## src/rtl/design_select_pkg.sv

```systemverilog
// Shared types and constants for the design-select sequencer: state encoding,
// bus widths and the default slot-population mask.
package design_select_pkg;

    localparam int NUM_DESIGNS = 64;
    localparam int SEL_W       = 6;

    localparam logic [NUM_DESIGNS-1:0] DEFAULT_POPULATED = 64'h0000_0000_007F_FCEE;

    typedef enum logic [2:0] {
        IDLE,
        DRAIN,
        SWITCH,
        RESET,
        RELEASE
    } dss_state_t;

    // Counter width able to hold max_cycles-1, never narrower than one bit.
    function automatic int cnt_width(input int max_cycles);
        return (max_cycles > 1) ? $clog2(max_cycles) : 1;
    endfunction

endpackage

```

## src/rtl/dss_timer.sv

```systemverilog
// Loadable down-counter that saturates at zero; the FSM loads N-1 on state
// entry and advances once zero is flagged.
module dss_timer
    import design_select_pkg::*;
#(
    parameter  int MAX_CYCLES = 8,
    localparam int W          = cnt_width(MAX_CYCLES)
) (
    input  logic         clock,
    input  logic         reset,
    input  logic         load,
    input  logic [W-1:0] load_val,
    output logic         zero
);

    logic [W-1:0] cnt_q, cnt_d;

    always_comb begin
        cnt_d = cnt_q;
        if (load) begin
            cnt_d = load_val;
        end else if (cnt_q != '0) begin
            cnt_d = cnt_q - W'(1);
        end
    end

    // NOTE: sequential state uses non-blocking assignment so every flop samples pre-edge values.
    always_ff @(posedge clock or negedge reset) begin
        if (!reset) begin
            cnt_q <= '0;
        end else begin
            cnt_q <= cnt_d;
        end
    end

    assign zero = (cnt_q == '0);

endmodule

```

## src/rtl/design_select_sequencer.sv

```systemverilog
// Owns the design-select bus: accepts a slot request, then gates outputs,
// switches the select, pulses the design reset, settles and releases.
module design_select_sequencer
    import design_select_pkg::*;
#(
    parameter int                     SETTLE_CYCLES = 2,
    parameter int                     RESET_CYCLES  = 8,
    parameter logic [NUM_DESIGNS-1:0] POPULATED     = DEFAULT_POPULATED
) (
    input  logic             clock,
    input  logic             reset,
    input  logic             req_valid,
    input  logic [SEL_W-1:0] req_sel,
    output logic             req_ready,
    output logic [SEL_W-1:0] des_sel,
    output logic             des_reset,
    output logic             out_en,
    output logic             busy,
    output logic             done,
    output logic             err
);

    localparam int MAX_CYCLES = (SETTLE_CYCLES > RESET_CYCLES) ? SETTLE_CYCLES : RESET_CYCLES;
    localparam int CNT_W      = cnt_width(MAX_CYCLES);

    localparam logic [CNT_W-1:0] SETTLE_LD = CNT_W'(SETTLE_CYCLES - 1);
    localparam logic [CNT_W-1:0] RESET_LD  = CNT_W'(RESET_CYCLES - 1);

    dss_state_t       state_q, state_d;
    logic [SEL_W-1:0] sel_lat_q, sel_lat_d;
    logic [SEL_W-1:0] des_sel_q, des_sel_d;
    logic             des_reset_q, des_reset_d;
    logic             out_en_q, out_en_d;
    logic             busy_q, busy_d;
    logic             done_q, done_d;
    logic             err_q, err_d;

    logic             tmr_load;
    logic [CNT_W-1:0] tmr_load_val;
    logic             tmr_zero;

    dss_timer #(
        .MAX_CYCLES(MAX_CYCLES)
    ) u_timer (
        .clock   (clock),
        .reset   (reset),
        .load    (tmr_load),
        .load_val(tmr_load_val),
        .zero    (tmr_zero)
    );

    // NOTE: every signal written here gets a default first so no path can infer a latch.
    always_comb begin
        state_d      = state_q;
        sel_lat_d    = sel_lat_q;
        des_sel_d    = des_sel_q;
        des_reset_d  = des_reset_q;
        out_en_d     = out_en_q;
        done_d       = 1'b0;
        err_d        = 1'b0;
        tmr_load     = 1'b0;
        tmr_load_val = '0;

        unique case (state_q)
            IDLE: begin
                if (req_valid) begin
                    if (POPULATED[req_sel]) begin
                        sel_lat_d    = req_sel;
                        out_en_d     = 1'b0;
                        state_d      = DRAIN;
                        tmr_load     = 1'b1;
                        tmr_load_val = SETTLE_LD;
                    end else begin
                        err_d = 1'b1;
                    end
                end
            end
            DRAIN: begin
                if (tmr_zero) begin
                    des_sel_d = sel_lat_q;
                    state_d   = SWITCH;
                end
            end
            SWITCH: begin
                des_reset_d  = 1'b1;
                state_d      = RESET;
                tmr_load     = 1'b1;
                tmr_load_val = RESET_LD;
            end
            RESET: begin
                if (tmr_zero) begin
                    des_reset_d  = 1'b0;
                    state_d      = RELEASE;
                    tmr_load     = 1'b1;
                    tmr_load_val = SETTLE_LD;
                end
            end
            RELEASE: begin
                if (tmr_zero) begin
                    out_en_d = 1'b1;
                    done_d   = 1'b1;
                    state_d  = IDLE;
                end
            end
            default: state_d = IDLE;
        endcase

        busy_d = (state_d != IDLE);
    end

    always_ff @(posedge clock or negedge reset) begin
        if (!reset) begin
            state_q     <= IDLE;
            sel_lat_q   <= '0;
            des_sel_q   <= '0;
            des_reset_q <= 1'b0;
            out_en_q    <= 1'b0;
            busy_q      <= 1'b0;
            done_q      <= 1'b0;
            err_q       <= 1'b0;
        end else begin
            state_q     <= state_d;
            sel_lat_q   <= sel_lat_d;
            des_sel_q   <= des_sel_d;
            des_reset_q <= des_reset_d;
            out_en_q    <= out_en_d;
            busy_q      <= busy_d;
            done_q      <= done_d;
            err_q       <= err_d;
        end
    end

    // Ready is a pure decode of the state register, so inputs never reach it combinationally.
    assign req_ready = (state_q == IDLE);
    assign des_sel   = des_sel_q;
    assign des_reset = des_reset_q;
    assign out_en    = out_en_q;
    assign busy      = busy_q;
    assign done      = done_q;
    assign err       = err_q;

endmodule

```

## config.mk

```make
export PLATFORM = sky130hd
export DESIGN_NAME = design_select_sequencer
export DESIGN_NICKNAME = d
export VERILOG_FILES = /design/src/rtl/design_select_pkg.sv /design/src/rtl/dss_timer.sv /design/src/rtl/design_select_sequencer.sv
export SDC_FILE = /design/constraint.sdc
export NUM_CORES = 1
export LEC_CHECK = 0
export CAP_MARGIN = 10
export CORE_ASPECT_RATIO = 1.1
export CORE_UTILIZATION = 55
export DETAILED_ROUTE_END_ITERATION = 8
export DONT_BUFFER_PORTS = 1
export PLACE_DENSITY = 0.7
export SLEW_MARGIN = 20
export SYNTH_ARGS = -nofsm -noshare
export SYNTH_HDL_FRONTEND = slang
export SYNTH_SLANG_ARGS = --single-unit
```

## constraint.sdc

```tcl
create_clock -name clock -period 4.5 [get_ports clock]
set_input_delay 0.675 -clock clock [delete_from_list [all_inputs] [get_ports clock]]
set_output_delay 0.675 -clock clock [all_outputs]
set_load 0.005 [all_outputs]
```

# After elaboration in Yosys (flattened, before gate mapping)
# Memories as Yosys holds them, arrays and structs flattened.
# Index checks and enable logic that the tools add are counted.
# word_totals
elab_cells	58
latch_bits	0
ram_bits	0
memories	1
register_bits	23
mem_bits_ro	64
output_inout_bits	12
# mem_list
name	words	word_bits	read_ports	rd_ports_with_merged_regs	wr	line_no	rtl
(name not given)	64	1	1	0	0	design_select_sequencer.sv:67	if (POPULATED[req_sel]) begin
# op_classes
add_sub_neg	1
mux	27
bitwise	0
n_eq_ne	8
shifts	0
n_lt_le_gt_ge	1
div_mod_pow	0
multipliers	0
n_reduce_logical	11
# op_table
op	n
$mux W3	7
$mux W1	15
$pmux W3 S5	1
$pmux W3 S3	1
$lt A6 B7 Y1 const B	1
$eq A3 B2 Y1 const B	2
$logic_not A3 Y1	2
$ne A2 B2 Y1 const B	3
$reduce_bool A2 Y1	3
$reduce_bool A3 Y1	2
$pmux W1 S2	2
$reduce_and A2 Y1	2
$reduce_and A4 Y1	1
$eq A3 B1 Y1 const B	1
$eq A3 B3 Y1 const B	1
$pmux W1 S3	1
$reduce_and A3 Y1	1
$sub A3 B1 Y3 const B	1
$ne A2 B1 Y1 const B	1

# Depth between registers and ports, before layout
# Gate-level depths: netlist (run 1).
# logic_depth
ltp_word	6
depth_mapped	7
mapped_depth_nobuf	6

# Hierarchy
# Synthesis (run 1) repeated with hierarchy kept, for this count alone.
# unflattened
hier_cells	86
hier_area_um2	1048.5
# modules_own_cells
module	area_per_inst_um2	n_inst	seq_area_each_um2	cells_each
design_select_sequencer	848.3	1	500.5	65
dss_timer	200.2	1	75.1	21

# Least setup slack after synthesis (run 1)
# OpenSTA, ideal clock, no wires.
# synth_path
kind	flip-flop to flip-flop
from	reg u_timer.cnt_q[0]
to	reg des_sel_q[0], in the netlist des_sel[0]
arrival_ns	1.612
setup_slack_ns	2.763
t_required_ns	4.375
stages_incl_launch_ff	8
setup_ns	0.125
path_cell_list	dfrtp_1 -> inv_1 -> ha_1 -> nor2b_4 -> nand2_2 -> or3_1 -> buf_6 -> mux2_4
# synth_between
elab_chain_len	2
# synth_rtl
item	line_no	rtl
start: declaration	dss_timer.sv:16	logic [W-1:0] cnt_q, cnt_d;
start signal: assignment	dss_timer.sv:32	cnt_q <= cnt_d;
$logic_not A3 Y1	dss_timer.sv:36	assign zero = (cnt_q == '0);
$reduce_and A2 Y1 (no line)	--	
end signal: assignment	design_select_sequencer.sv:124	des_sel_q <= des_sel_d;
end: declaration	design_select_sequencer.sv:31	logic [SEL_W-1:0] des_sel_q, des_sel_d;
# No other way between the ends.
# A chain may end at the register's enable or synchronous reset.

# Worst setup path in the final report (run 1)
# Ends and elaborated chain as after synthesis.

==> flow_metrics.tcl, run 1 <==
set metrics [dict create \
    drc 3 \
    antenna_found_initial 0 \
    max_slew_margin_pct 74.2 \
    cts_buffers 3 \
    synth_top_area_share_pct 53.7 \
    grt_pass1_vias 616 \
    cts_tree "done" \
    setup_viol 0 \
    ys_top_cells_by_area "dfrtp_1 (54%), mux2_4 (8.4%), mux2_2 (7.4%), ha_1 (2.3%), nand3_1 (2.3%)" \
    finalWeightedCongestion 0.792 \
    fin_crit_sh_pct 43.8 \
    worstPathMaxFanout 6 \
    ys_seq_area_share_pct 53.7 \
    vias 667 \
    synth-edff-count 0 \
    post_cts_buffers 0 \
    port_buffers 0 \
    whs_ns 0.0518 \
    viasPerCell 6.48 \
    grt.overflow.total 0 \
    drive_gt1_share_pct 24.7 \
    wl_per_cell_um 17.5 \
    crit_type "flop to flop" \
    crit_path_start_kind "flop" \
    drtIter0Drc 33 \
    nets 97 \
    avgSynthCellArea_um2 12.8 \
    worst_setup_path_end_kind "flop" \
    clk_latency_ns 0.30 \
    clk_pin_slew_ns 0.11 \
    ir_worst_vdd_mv 0.292 \
    fp.dieW_um 44.1 \
    synth_top_cell_by_area "dfrtp_1" \
    synthesis.area_um2 1070 \
    ys_types 33 \
    cts_sinks 23 \
    synth_common_cells "dfrtp_1 (23), mux2_2 (7), mux2_4 (6), nand3_1 (5), nor2_1 (5)" \
    synth_top_flop_cell "dfrtp_1" \
    synth_cells 84 \
    fillCellCount 145 \
    dieArea_um2 2130 \
    start_util_pct 59.4 \
    maxCapViolCount 0 \
    crit_arrival_ns 2.16 \
    async_flop_share_pct 100 \
    synth-seq-cells 23 \
    cts_htree_levels 1 \
    syn2layout_area_growth_pct 2.34 \
    grt_pass1_wl_um 2790 \
    ctsHoldBuffers 0 \
    cellPowerDensity_nw_per_um2 606 \
    hp-class "primary input to async pin" \
    leakage_nw 0.527 \
    worst_pin_slew_ns 0.385 \
    routed_wl_um 1810 \
    fin_total_pwr_uw 664 \
    drv_slew 0 \
    hold_violations 0 \
    ys.warnings.count 0 \
    fin_setup_tns_ns 0 \
    status "complete, but fails checks" \
    max_freq_mhz 507 \
    synth_fp_nets 95 \
    rsz0062_at_grt "false" \
    io_pins 21 \
    cts_root_buf "clkbuf_4" \
    first_pass_iters 6 \
    clock_skew_ns 0.00501 \
    cts_resized 0 \
    rows 16 \
    core_area_um2 1800 \
    dp_hpwl_um 1340 \
    antenna_cells 0 \
    antenna_left 0 \
    grt_max_degree 24 \
    fp.dieH_um 48.3 \
    synth.most_common_cell "dfrtp_1" \
    violations "DRC" \
    period_minus_slack_ns 1.97 \
    required_ns 4.69 \
    clockBufferDepth 2 \
    grt_use_total_pct 18.6 \
]
## metal layers
metal | vias up | track usage [%] | wire length, µm
li1 | 306 | - | -
met1 | 333 | 23.2 | 804
met2 | 24 | 30.9 | 887
met3 | 4 | 4.44 | 92
met4 | 0 | 9.09 | 22
met5 | - | 0 | 0
## stage by stage
stage	area, µm²	std cells	worst slack, ns	utilization (%)
6_report	1100	103	2.53	60.8
3_3_place_gp	1070	99	2.60	59.4
4_1_cts	1100	103	2.51	60.8
2_1_floorplan	1070	84	2.76	-
3_5_place_dp	1070	99	2.54	59.4
5_1_grt	1100	103	2.42	60.8
## cells in the final DEF (no fill, tap or decap), drive strengths merged, types with 4 or more instances in the layout
master / n
clkbuf: 4
mux2: 13
nor2: 6
nand3: 5
nand2: 4
dfrtp: 23
o21ai: 4
## logic make-up (layout without fill, tap and decap cells)
group | after synthesis | after routing | synth area share [%]
XOR/XNOR | 1 | 1 | 0.818
flip-flops | 23 | 23 | 53.7
buffers and inverters | 5 | 6 | 2.92
adder cells (fa/ha/maj) | 2 | 2 | 2.34
AO/OA/AOI/OAI | 12 | 12 | 8.41
multiplexers | 13 | 13 | 15.8
AND/OR/NAND/NOR | 28 | 28 | 16.0
## area by class of cell
class / instances / area, µm² / share of cell area [%]
flip-flops and latches: 23 / 576 / 52.5
multi-input cells: 56 / 464 / 42.4
clock buffers: 4 / 26.3 / 2.40
well taps: 18 / 22.5 / 2.05
inverters: 2 / 7.51 / 0.685
## sequential cells by signal, summed over array words and instances, names as in the netlist
name	cells
des_sel	6
sel_lat_q	6
state_q	3
u_timer.cnt_q	3
busy	1
des_reset	1
done	1
err	1
out_en	1
## report_power, final
group / switching [mW] / internal, mW / total [mW]
logic: 0.0929 / 0.128 / 0.221
registers: 0.0694 / 0.285 / 0.354
clock network: 0.0549 / 0.0345 / 0.0894
## path summary, 6_finish.rpt
kind / end / slack [ns] / start / cells past startpoint
setup / recovery: des_sel[0] / 2.53 / u_timer.cnt_q[0] / 6
hold / removal: des_sel[4] / 0.05 / reset / 0
setup reg to reg: des_sel[0] / 2.53 / u_timer.cnt_q[0] / 6
hold reg to reg: des_sel[4] / 0.51 / sel_lat_q[4] / 1
max in group asynchronous: sel_lat_q[4] / 4.37 / reset / 0
min in group clock: des_sel[4] / 0.51 / sel_lat_q[4] / 1
## worst max-delay path: stages (launching register included)
cell and delay (ns):
dfrtp_1 0.39, inv_1 0.10, ha_1 0.20, nor2b_4 0.22, nand2_2 0.09, or3_1 0.50
mux2_4 0.35
Power figures use the tool's default switching activity.
==> run 2, diff against run 1 <==
--- a/config.mk
+++ b/config.mk
@@ -7,10 +7,10 @@
 export LEC_CHECK = 0
 export CAP_MARGIN = 10
 export CORE_ASPECT_RATIO = 1.1
-export CORE_UTILIZATION = 55
+export CORE_UTILIZATION = 54
 export DETAILED_ROUTE_END_ITERATION = 8
 export DONT_BUFFER_PORTS = 1
-export PLACE_DENSITY = 0.7
+export PLACE_DENSITY = 0.72
 export SLEW_MARGIN = 20
 export SYNTH_ARGS = -nofsm -noshare
 export SYNTH_HDL_FRONTEND = slang
==> constraint.sdc (replaced) <==
create_clock -name clock -period 1.69 [get_ports clock]
set_input_delay 0.2535 -clock clock [delete_from_list [all_inputs] [get_ports clock]]
set_output_delay 0.2535 -clock clock [all_outputs]
set_load 0.005 [all_outputs]
==> run 2 against run 1 <==
The flow finishes with violations (setup timing). Maximum frequency grew 16%. Largest cell class unchanged. Combinational power increased to 4.3 times the previous value. Global-route usage grew 3.6 points. First-iteration DRC count down 73%. Critical endpoint is now des_sel[2]. Sequential power grew to 2.7 times the previous value. Final cell count rose by 26%. Clock-buffer cell count fell by 1. Wire length is 23% higher. Total power increased to 3.2 times the previous value. Clock skew up 0.00073 ns. Die area grew 1.8%. Clock power grew to 2.8 times the previous value.
==> flow_metrics.tcl, run 2 (same netlist as run 1, synthesis figures left out) <==
set metrics [dict create \
    grt.overflow.total 0 \
    hold_violations 0 \
    violations "setup timing" \
    place_area_um2 1160 \
    leakage_nw 0.622 \
    drc 0 \
    crit_type "flop to flop" \
    crit_arrival_ns 1.89 \
    dieArea_um2 2170 \
    cts_tree "done" \
    drv_slew 0 \
    setup_viol 3 \
    antenna_left 0 \
    layout_commonest_cell "dfrtp_1" \
    dp_hpwl_um 1500 \
    rr_worst_depth 6 \
    clk_latency_ns 0.30 \
    vias 733 \
    hold_path_depth 1 \
    final_area_um2 1270 \
    fin_ws_ns -0.00399 \
    rrSetupSlack_ns -0.004 \
    io_pins 21 \
    finalWeightedCongestion 0.821 \
    required_ns 1.89 \
    cts_root_buf "clkbuf_4" \
    antenna_found_initial 0 \
    fin_total_pwr_mw 2.13 \
    worst_setup_path_end_kind "flop" \
    nets 115 \
    fp.dieW_um 44.5 \
    fin_crit_sh_pct 100 \
    start_util_pct 58.8 \
    port_buffers 0 \
    status "complete, but fails checks" \
    drive_gt1_share_pct 42.7 \
    grt_use_total_pct 22.2 \
    wl_per_cell_um 17.1 \
    fp.dieH_um 48.7 \
    cts_sinks 23 \
    first_pass_iters 5 \
    syn2layout_area_growth_pct 18.7 \
    clk_pin_slew_ns 0.13 \
    worst_pin_slew_ns 0.515 \
    grt_pass1_wl_um 3550 \
    ir_worst_vdd_mv 0.951 \
    final_cell_mix "dfrtp_1 (23), buf_4 (16), mux2_4 (7), mux2_2 (6)" \
    crit_path_start_kind "flop" \
    rsz0062_at_grt "true" \
    max_freq_mhz 590 \
    period_minus_slack_ns 1.69 \
    final_cells 130 \
    antenna_cells 0 \
    cellPowerDensity_nw_per_um2 1680 \
    clockBufferDepth 2 \
    drtIter0Drc 9 \
    routed_wl_um 2220 \
    rows 16 \
    grt_pass1_vias 816 \
    dp_slack_ns -0.105 \
    hp-class "primary input to flop" \
    worstPathMaxFanout 6 \
    grt_max_degree 24 \
    fin_setup_tns_ns -0.00721 \
    core_area_um2 1820 \
    clock_skew_ns 0.00574 \
    dp.cells 118 \
    viasPerCell 5.64 \
    whs_ns 0.0972 \
    cts_buffers 3 \
    final_util_pct 69.8 \
    cts_htree_levels 1 \
    maxCapViolCount 0 \
    max_slew_margin_pct 65.7 \
]
-- run 2: layer usage --
layer	global-route usage (%)	up-vias	wire length, µm	share of wire, %
met5	0	-	0	0
met4	6.06	0	11	0.50
met3	4.10	2	94	4.2
met2	40.7	24	1180	53
met1	25.4	364	940	42
li1	-	343	-	-
-- run 2: worst paths after layout --
path                                 to        startpoint
max in group asynchronous  sel_lat_q[3]             reset
min in group asynchronous          done             reset
min reg2reg                sel_lat_q[5]      sel_lat_q[5]
min                        sel_lat_q[0]        req_sel[0]
max                          des_sel[2]  u_timer.cnt_q[0]
max reg2reg                  des_sel[2]  u_timer.cnt_q[0]
-- run 2: layout make-up --
class                   count  area, µm²
well taps                  27       33.8
clock buffers               3       22.5
repair buffers             18        135
flip-flops and latches     23        576
inverters                   2       7.51
clock inverters             1       5.00
fillers                   123        551
multi-input cells          56        492
-- run 2: power breakdown --
| part | leakage [nW] | internal (mW) | switching [mW] | total, mW |
|---|---|---|---|---|
| combinational | 0.317 | 0.581 | 0.361 | 0.942 |
| clock | 0.0177 | 0.0880 | 0.158 | 0.246 |
| sequential | 0.287 | 0.758 | 0.188 | 0.946 |
-- run 2: critical path: stages, from the launching register on --
cell     delay [ns]
dfrtp_1        0.42
inv_2          0.09
ha_4           0.14
nor2b_4        0.15
nand2_2        0.07
or3_4          0.40
mux2_4         0.32
-- run 2: repair_timing --
item                                    in CTS  in global routing
endpoints found under the hold margin       23                 23
pin swaps                                    1                  2
resized for setup                            4                  1
endpoints found under the setup margin       7                  7
hold buffers                                 1                  1
buffers inserted                             4                  2
==> run 3, diff against run 2 <==
--- a/config.mk
+++ b/config.mk
@@ -5,8 +5,9 @@
 export SDC_FILE = /design/constraint.sdc
 export NUM_CORES = 1
 export LEC_CHECK = 0
-export CAP_MARGIN = 10
+export CAP_MARGIN = 25
 export CORE_ASPECT_RATIO = 1.1
+export CORE_MARGIN = 10
 export CORE_UTILIZATION = 54
 export DETAILED_ROUTE_END_ITERATION = 8
 export DONT_BUFFER_PORTS = 1
==> run 3 against run 2 <==
The flow now finishes without violations. Setup slack improved by 0.039 ns. Worst hold slack worse by 0.022 ns. Critical path depth stayed put. Core utilization is 2.2 points lower. Clock-buffer cell count unchanged. Total power shrank 3.5%. Clock skew grew 0.0072 ns. Flip-flop and latch count stayed put. Largest power group unchanged.
==> flow_metrics.tcl, run 3 (same netlist as run 1, synthesis figures left out) <==
set metrics [dict create \
    crit_path_start_kind "flop" \
    cp-startpoint "u_timer.cnt_q[1]" \
    fp.dieW_um 62.5 \
    status "finished, final reports clean" \
    finalWeightedCongestion 0.927 \
    viasPerCell 5.68 \
    drive_gt1_share_pct 41.0 \
    antenna_left 0 \
    layout_commonest_cell "dfrtp_1" \
    wl_met1_um 887 \
    port_buffers 0 \
    grt.overflow.total 0 \
    clk_latency_ns 0.32 \
    leakage_nw 0.600 \
    drv_slew 0 \
    cp_slowest_cell "dfrtp_1" \
    fin_crit_sh_pct 97.9 \
    crit_path_max_incr_delay_ns 0.41 \
    io_pins 21 \
    min-delay-start "req_sel[2]" \
    worst_pin_slew_ns 0.507 \
    core_area_um2 1840 \
    final_util_pct 67.6 \
    setup_viol 0 \
    dp_hpwl_um 1560 \
    grt_pass1_wl_um 3680 \
    drc 0 \
    fp.dieH_um 66.7 \
    fillCellCount 138 \
    grt_pass1_vias 761 \
    period_minus_slack_ns 1.66 \
    worstPathMaxFanout 6 \
    hold_violations 0 \
    max_freq_mhz 604 \
    syn2layout_area_growth_pct 16.2 \
    fin_total_pwr_mw 2.06 \
    first_pass_iters 4 \
    hp-class "primary input to flop" \
    cts_buffers 3 \
    wl_met2_um 1050 \
    ir_worst_vdd_mv 0.975 \
    fin_ws_ns 0.0348 \
    grt_use_total_pct 11.0 \
    max_slew_margin_pct 66.2 \
    nets 112 \
    dieArea_um2 4170 \
    p_sw_uw 674 \
    clockBufferDepth 2 \
    pwr-share-seq_pct 45.4 \
    p_sw_share_pct 32.7 \
    r2r-start "u_timer.cnt_q[1]" \
    drtIter0Drc 9 \
    cts_tree "done" \
    cts_htree_levels 1 \
    start_util_pct 58.2 \
    wl_per_cell_um 17.0 \
    cts_root_buf "clkbuf_4" \
    worst_setup_path_end_kind "flop" \
    rows 16 \
    clk_pin_slew_ns 0.13 \
    clock_skew_ns 0.0129 \
    required_ns 1.89 \
    antenna_cells 0 \
    route.met3.wl_um 176 \
    clkPwrFrac_pct 12.1 \
    fin_setup_tns_ns 0 \
    crit_chain "inv_2, ha_4, nor2b_4, nand2_2, or3_4, mux2_4" \
    final_cell_mix "dfrtp_1 (23), buf_4 (13), mux2_2 (7), mux2_4 (6)" \
    cellPowerDensity_nw_per_um2 1650 \
    vias 721 \
    grt_max_degree 24 \
    maxCapViolCount 0 \
    crit_arrival_ns 1.86 \
    crit_type "flop to flop" \
    power.internal_mw 1.38 \
    dp_slack_ns -0.123 \
    combPwrFrac_pct 42.5 \
    rsz0062_at_grt "true" \
    top_layer "met4" \
    antenna_found_initial 0 \
    cts_sinks 23 \
    routed_wl_um 2160 \
]
-- run 3: cell types whose count changed in the layout (fill, tap and decap cells not counted), sizes merged --
cell	previous run	this run
buf	17	14
-- run 3: worst paths after layout --
path                            slack [ns]  depth (start not counted)            to
worst min register to register        0.50                          1  sel_lat_q[5]
worst max-delay path                  0.03                          6    des_sel[0]
worst min-delay path                  0.08                          1  sel_lat_q[2]
worst max register to register        0.03                          6    des_sel[0]
min in group asynchronous             0.43                          2    des_sel[2]
max in group asynchronous             0.91                          2    state_q[1]
-- run 3: layout make-up --
cell class | count | area [µm²] | share of cell area, %
inverter | 2 | 7.51 | 0.603
clock inverter | 1 | 5.00 | 0.402
clock buffer | 3 | 22.5 | 1.81
sequential | 23 | 576 | 46.2
multi-input combinational | 56 | 488 | 39.2
timing repair buffer | 15 | 113 | 9.05
tap | 27 | 33.8 | 2.71
-- run 3: routing by layer --
layer | vias to the layer above | global-route usage, %
li1 | 339 | -
met4 | 0 | 5.87
met1 | 358 | 12.1
met2 | 20 | 17.9
met3 | 4 | 4.52
met5 | - | 0
-- run 3: power by group through the flow --
stage / combinational [mW] / clock (mW) / sequential [mW]
after floorplan: 0.562 / 0 / 0.884
after detailed placement: 0.729 / 0 / 0.951
final: 0.874 / 0.250 / 0.935
after global routing: 0.977 / 0.280 / 0.973
after CTS: 0.827 / 0.256 / 0.942
after global placement: 0.718 / 0 / 0.943
-- run 3: worst max-delay path: cells and delay by family, from the launching register on --
kind                       cells  cell delay, ns
buffers and inverters          1            0.08
and+or+nand+nor                3            0.61
muxes                          1            0.31
DFF                            1            0.41
adders and majority gates      1            0.12
-- run 3: through the flow --
stage	instance area (µm²)	hold WS, ns	cells
floorplan	1070	-0.0421	84
global placement	1150	-0.0414	117
detailed placement	1150	-0.0414	117
CTS	1230	0.0752	125
global route	1240	0.0542	127
finish	1240	0.0751	127
-- run 3: timing repair --
| item | 4_1_cts | 5_1_grt |
|---|---|---|
| endpoints found under the hold margin | 23 | 23 |
| pin swaps | 2 | 1 |
| endpoints found under the setup margin | 6 | 7 |
| hold buffers | 1 | 1 |
| gates resized for setup | 3 | 1 |
| buffers inserted | 3 | 1 |
